===== src/rtl/traffic_timer.sv =====
// traffic_timer: timing engine for the traffic light controller.
// A clk-to-second prescaler drives a per-light countdown of remaining seconds.
// The FSM selects the next phase through one-hot light_cnt_init and watches
// second_cnt_pre_last / light_cnt_last to time its transitions.
//
// Ports:
//   clk                  in   rising-edge clock
//   rst                  in   synchronous active-high reset (priority over en)
//   en                   in   run enable; low holds the timer idle
//   light_cnt_init       in   one-hot next-phase select (0 green, 1 yellow, 2 red)
//   dur_green/yellow/red in   runtime phase durations (RUNTIME_DUR_EN only)
//   second_cnt_pre_last  out  en & prescaler one cycle before its wrap
//   light_cnt_last       out  remaining-seconds counter is at zero
//   sec_tick             out  en & prescaler at its wrap value
//   light_cnt            out  remaining seconds - 1
//
// Build option: define RUNTIME_DUR_EN to take phase durations from the
// dur_* inputs instead of the *_SEC parameters.
module traffic_timer #(
    parameter int unsigned CLK_PER_SEC       = 50_000_000,
    parameter int unsigned LIGHT_STATE_WIDTH = 3,
    parameter int unsigned SEC_W             = 8,
    parameter int unsigned GREEN_SEC         = 30,
    parameter int unsigned YELLOW_SEC        = 3,
    parameter int unsigned RED_SEC           = 20
) (
    input  logic                         clk,
    input  logic                         rst,
    input  logic                         en,
    input  logic [LIGHT_STATE_WIDTH-1:0] light_cnt_init,
`ifdef RUNTIME_DUR_EN
    input  logic [SEC_W-1:0]             dur_green,
    input  logic [SEC_W-1:0]             dur_yellow,
    input  logic [SEC_W-1:0]             dur_red,
`endif
    output logic                         second_cnt_pre_last,
    output logic                         light_cnt_last,
    output logic                         sec_tick,
    output logic [SEC_W-1:0]             light_cnt
);

    localparam int unsigned CNT_W = $clog2(CLK_PER_SEC);
    localparam logic [CNT_W-1:0] SEC_LAST = CNT_W'(CLK_PER_SEC - 1);
    localparam logic [CNT_W-1:0] SEC_PRE  = CNT_W'(CLK_PER_SEC - 2);

    typedef enum logic [1:0] {
        SEL_GREEN  = 2'd0,
        SEL_YELLOW = 2'd1,
        SEL_RED    = 2'd2
    } sel_t;

    logic [CNT_W-1:0] sec_cnt, sec_cnt_nxt;
    logic [SEC_W-1:0] light_cnt_nxt;
    sel_t             sel, sel_nxt;
    logic [SEC_W-1:0] dur_g, dur_y, dur_r;
    logic [SEC_W-1:0] reload_green, reload_sel;

    // Phase durations, already truncated to SEC_W bits.
`ifdef RUNTIME_DUR_EN
    assign dur_g = dur_green;
    assign dur_y = dur_yellow;
    assign dur_r = dur_red;
`else
    assign dur_g = SEC_W'(GREEN_SEC);
    assign dur_y = SEC_W'(YELLOW_SEC);
    assign dur_r = SEC_W'(RED_SEC);
`endif

    // Reload value is duration-1, with a zero duration treated as one second.
    function automatic logic [SEC_W-1:0] reload_of(input logic [SEC_W-1:0] dur);
        return (dur == '0) ? '0 : dur - SEC_W'(1);
    endfunction

    // Reload for the currently selected phase.
    always_comb begin
        reload_green = reload_of(dur_g);
        case (sel)
            SEL_YELLOW: reload_sel = reload_of(dur_y);
            SEL_RED:    reload_sel = reload_of(dur_r);
            default:    reload_sel = reload_green;
        endcase
    end

    // Next-state: prescaler, phase countdown and phase select.
    always_comb begin
        sec_cnt_nxt   = '0;
        light_cnt_nxt = reload_green;
        sel_nxt       = SEL_GREEN;
        if (en) begin
            sec_cnt_nxt   = (sec_cnt == SEC_LAST) ? '0 : sec_cnt + CNT_W'(1);
            light_cnt_nxt = light_cnt;
            sel_nxt       = sel;
            // Tick edge: count down, reload from the sel held before this edge.
            if (sec_cnt == SEC_LAST) begin
                light_cnt_nxt = (light_cnt == '0) ? reload_sel : light_cnt - SEC_W'(1);
            end
            // Lowest set init bit wins.
            if (light_cnt_init[0]) begin
                sel_nxt = SEL_GREEN;
            end else if (light_cnt_init[1]) begin
                sel_nxt = SEL_YELLOW;
            end else if (light_cnt_init[2]) begin
                sel_nxt = SEL_RED;
            end
        end
    end

    // State registers.
    always_ff @(posedge clk) begin
        if (rst) begin
            sec_cnt   <= '0;
            light_cnt <= reload_green;
            sel       <= SEL_GREEN;
        end else begin
            sec_cnt   <= sec_cnt_nxt;
            light_cnt <= light_cnt_nxt;
            sel       <= sel_nxt;
        end
    end

    // Status decodes returned to the FSM.
    assign second_cnt_pre_last = en & (sec_cnt == SEC_PRE);
    assign sec_tick            = en & (sec_cnt == SEC_LAST);
    assign light_cnt_last      = (light_cnt == '0);

endmodule


===== config.mk =====
export PLATFORM = sky130hd
export DESIGN_NAME = traffic_timer
export DESIGN_NICKNAME = d
export VERILOG_FILES = /design/src/rtl/traffic_timer.sv
export SDC_FILE = /design/constraint.sdc
export NUM_CORES = 1
export LEC_CHECK = 0
export CAP_MARGIN = 10
export CELL_PAD_IN_SITES_DETAIL_PLACEMENT = 0
export CELL_PAD_IN_SITES_GLOBAL_PLACEMENT = 1
export CORE_ASPECT_RATIO = 1.2
export CORE_MARGIN = 1.5
export CORE_UTILIZATION = 43
export CTS_CLUSTER_DIAMETER = 200
export DETAILED_ROUTE_END_ITERATION = 6
export PLACE_DENSITY_LB_ADDON = 0.1
export SYNTH_ARGS = -nofsm -noshare
export SYNTH_HDL_FRONTEND = slang
export SYNTH_SLANG_ARGS = --single-unit

===== constraint.sdc =====
create_clock -name clk -period 2.5 [get_ports clk]
set_clock_uncertainty 0.15 [all_clocks]
set_input_delay 0.75 -clock clk [delete_from_list [all_inputs] [get_ports clk]]
set_output_delay 0.75 -clock clk [all_outputs]
set_load 0.05 [all_outputs]

# Yosys cells after proc, flatten, opt, wreduce, memory -nomap -nowiden
# Cells that the tools add are included.
[classes] eq_ne=4 bitwise=3 add_sub_neg=2 n_reduce_logical=6 n_mux=4
[op_table] cell="$eq 26x26->1 const B" count=2
[op_table] cell="$add 26x1->26 const B" count=1
[op_table] cell="$pmux 5 s2" count=1
[op_table] cell="$logic_not 8->1" count=1
[op_table] cell="$mux 8" count=1
[op_table] cell="$sub 8x1->8 const B" count=1
[op_table] cell="$reduce_or 3->1" count=2
[op_table] cell="$reduce_or 4->1" count=1
[op_table] cell="$and 1x1->1" count=2
[op_table] cell="$eq 2x1->1 const B" count=1
[op_table] cell="$eq 2x2->1 const B" count=1
[op_table] cell="$mux 1" count=2
[op_table] cell="$reduce_bool 2->1" count=1
[op_table] cell="$reduce_or 2->1" count=1
[op_table] cell="$not 1->1" count=1
[word_totals] reg_bits=36 input_bits=6

# Logic depth before layout (Yosys ltp)
[logic_depth] word_depth=3 depth_mapped=7 ltp_nobuf=6

# Least setup slack after synthesis
# OpenSTA, ideal clock, no wires.
[synth_timing] path_type="register to output" from="register sec_cnt[7]" to="output second_cnt_pre_last" path_buffers=2 arrival_time_ps=2414 stages_incl_launch_ff=6 slack_ps=-814 path_cell_list="dfxtp_1 buf_6 or3_1 or4_1 buf_6 nor3_1"
[synth_between] elab_chain_len=2
[synth_rtl] item="start, declared" line_no="52" text="logic [CNT_W-1:0] sec_cnt, sec_cnt_nxt;"
[synth_rtl] item="start signal, assigned" line_no="115" text="sec_cnt <= sec_cnt_nxt;"
[synth_rtl] item="$eq 26x26->1" line_no="122" text="assign second_cnt_pre_last = en & (sec_cnt == SEC_PRE);"
[synth_rtl] item="$and 1x1->1" line_no="122"
[synth_rtl] item="end, declared" line_no="36" text="output logic second_cnt_pre_last,"
# No other way between the ends.

# Worst setup path after layout
[layout_timing] from="register sec_cnt[10]" to="output second_cnt_pre_last"
# Same word-level chain as after synthesis.

==> results.cfg <==
[run_status]
result_of_the_run = complete, but fails checks
violated_checks = setup timing

[setup_path]
rr_startpoint = sec_cnt[10]
worst-endpoint-arrival_ns = 1.79
crit_type = reg -> out
critPathLaunch = sec_cnt[10]
cp_max_fo = 2
standard_cell_with_the_maximum_stage_delay_on_the_critical_path = sky130_fd_sc_hd__or4_4
timing.critical_path.cells = or3_4, or4_4, nor3_4, buf_12
worst_ep_required_time_ns = 1.60
cp-start-kind = flop
cp_slowest_stage_delay_ns = 0.44
worst_setup_path_end_kind = output port

[sta]
final_min_period_over_clock_period = 1.08
timing.final.crit_period_ns = 2.69
finalSetupViolations = 2
rsz0062_at_grt = true
max_slew.worst_pin.slew_ns = 0.628
slew_viol_final = 0
hold_viol_final = 0
fin_hold_ws_ns = 0.336
setup_slack_ns = -0.194
timing.slew.headroom = 0.578
fmax_mhz = 371

[yosys]
synth.most_common_cell = sky130_fd_sc_hd__dfxtp_1
post_synth.cell_area_avg_um2 = 8.60
synthDominantCellAreaShare = 0.374
synth_warnings = 0
mappedNetlistNets = 234
post_synth_num_cell_types = 41
synth_area_leaders = sky130_fd_sc_hd__dfxtp_1 37%, sky130_fd_sc_hd__or3_1 4.2%, sky130_fd_sc_hd__a21oi_1 4.2%
synth_enable_flop_cells = 0
post_synth_instance_area_um2 = 1930
synthCells = 224
synthArstFlopShare = 0
most_frequent_cells_after_synthesis = 36 x sky130_fd_sc_hd__dfxtp_1, 19 x sky130_fd_sc_hd__nor2_1, 16 x sky130_fd_sc_hd__a21oi_1
yosysSeqAreaShare = 0.374
netlist.top_cell.by_area = sky130_fd_sc_hd__dfxtp_1
ys_ff_latch = 36
dominantRegCellSynth = sky130_fd_sc_hd__dfxtp_1

[global_route]
global_route.usage.total = 0.216
grt_start_max_net_pins = 25
grt_overflow = 0
grt_first_pass_wirelength_um = 8440
vias_in_the_first_global_route = 1861
grt_antenna_before_repair = 0

[layout]
layout.cells.non_filler = 326
fill_cell_count = 425
post_route_cells_drive_above_1_share = 0.219
final_antenna_diode_count = 0
post-route-cell-area_um2 = 2520
finish.net_count = 279
syn2layout_area_growth_pct = 31.0

[floorplan]
die_area_um2 = 4890
fp.dieH_um = 76.3
start_util = 0.448
fp.coreArea_um2 = 4290
rows = 26
die_w_um = 64.1
io_pins = 17

[route]
wl_met3_um = 113
detailedRoute.firstIterationViolations = 99
detailroute.via_count = 1827
met1Wirelength_um = 2040
first_pass_iters = 4
routed-wl-met2_um = 2640
routed_via_density = 5.60
post_drt_antenna_nets = 0
wl_per_cell_um = 14.9
uppermost_signal_routing_layer_after_detailed_routing = met4
drcViolationCount = 0
totalWireLength_um = 4870

[power_and_ir_drop]
power_consumption_mw = 1.03
power_density_nw_per_um2 = 410
leakage_nw = 0.896
max-vdd-ir-drop_uv = 338

[cts]
clkSinkCount = 36
insertion_delay_of_the_later_clocked_pin_in_the_worst_skew_pair_ns = 0.28
htreeDepth = 2
clkSlewWorstSetupHoldPaths_ns = 0.06
tritoncts = built
postCtsHoldBufs = 0
cts_inserted_buffers = 5
root_driver = sky130_fd_sc_hd__clkbuf_8
clock_tree.buffer_depth = 2

[placed_design]
dpl-instance-area_um2 = 2350
post-place-cells = 314
dpl_worst_slack_ns = -0.117
place_hpwl_um = 3680
place.port_buffers = 16
gp_routability_congestion = 0.771

[worst_hold_path]
worstHoldStart = sec_cnt[0]
min_path_type = reg -> reg

[job]
drv.max_cap_violation_count = 0
## cells by family after synthesis
logic type	count (synthesis)	share of synthesized area
fa+ha+maj	4	0.0260
mux	3	0.0156
simple gates	110	0.334
flops	36	0.374
xor+xnor	11	0.0500
buf+inv	16	0.0468
compound gates	44	0.153
## worst paths after layout
check / end / slack [ns] / depth (start not counted)
worst min register to register: sec_cnt[0] / 0.34 / 1
worst max register to register: light_cnt[0] / 0.35 / 5
worst min-delay path: sec_cnt[0] / 0.34 / 1
worst max-delay path: second_cnt_pre_last / -0.19 / 4
## state kept, by name (all words and copies together) (netlist names)
name / cells
light_cnt: 8
sec_cnt: 26
sel: 2
## final cells by class
cell class	count	area, µm²	share of cell area
repair buffers	45	423	0.168
multi-input cells	172	1180	0.468
well taps	56	70.1	0.0278
clock buffers	8	90.1	0.0357
flip-flops and latches	36	724	0.287
inverters	9	33.8	0.0134
## placed cells by master (no fill, tap or decap), types with 4 or more instances in the layout
cell type,count
sky130_fd_sc_hd__a21oi_1,16
sky130_fd_sc_hd__and4_1,4
sky130_fd_sc_hd__buf_12,4
sky130_fd_sc_hd__buf_4,29
sky130_fd_sc_hd__clkbuf_8,6
sky130_fd_sc_hd__clkdlybuf4s50_1,10
sky130_fd_sc_hd__dfxtp_1,33
sky130_fd_sc_hd__inv_1,7
sky130_fd_sc_hd__nand2_1,14
sky130_fd_sc_hd__nand3_1,12
sky130_fd_sc_hd__nand4_1,11
sky130_fd_sc_hd__nor2_1,18
sky130_fd_sc_hd__nor3_1,7
sky130_fd_sc_hd__o21ai_0,10
sky130_fd_sc_hd__o31ai_1,8
sky130_fd_sc_hd__or3_1,12
sky130_fd_sc_hd__or4_1,7
sky130_fd_sc_hd__xnor2_1,4
sky130_fd_sc_hd__xor2_1,7
## power breakdown
part / internal, mW / switching (mW)
Combinational: 0.0174 / 0.0179
Clock: 0.225 / 0.195
Sequential: 0.576 / 0.00245
## stage by stage
stage               utilization  setup TNS [ns]
floorplan                     -          -0.175
global placement          0.547         -0.0781
detailed placement        0.547          -0.133
CTS                       0.585          -0.346
global route              0.587          -0.464
finish                    0.587          -0.303
## timing repair
| action | in CTS | in global routing |
|---|---|---|
| resized for setup | 8 | 4 |
| setup buffers | 4 | 0 |
| pin swaps | 2 | 1 |
| endpoints found under the setup margin | 3 | 5 |
## worst max-delay path: cells and delay by family, from the launching register on
kind,cells,cell delay (ns)
buffers and inverters,1,0.16
DFF,1,0.32
and+or+nand+nor,3,1.03
## metal layers
metal,vias up,global-route usage
li1,927,-
met1,872,0.253
met2,20,0.396
met3,8,0.0355
met4,0,0.0660
met5,-,0
No activity file was read; power rests on OpenSTA's default activity.
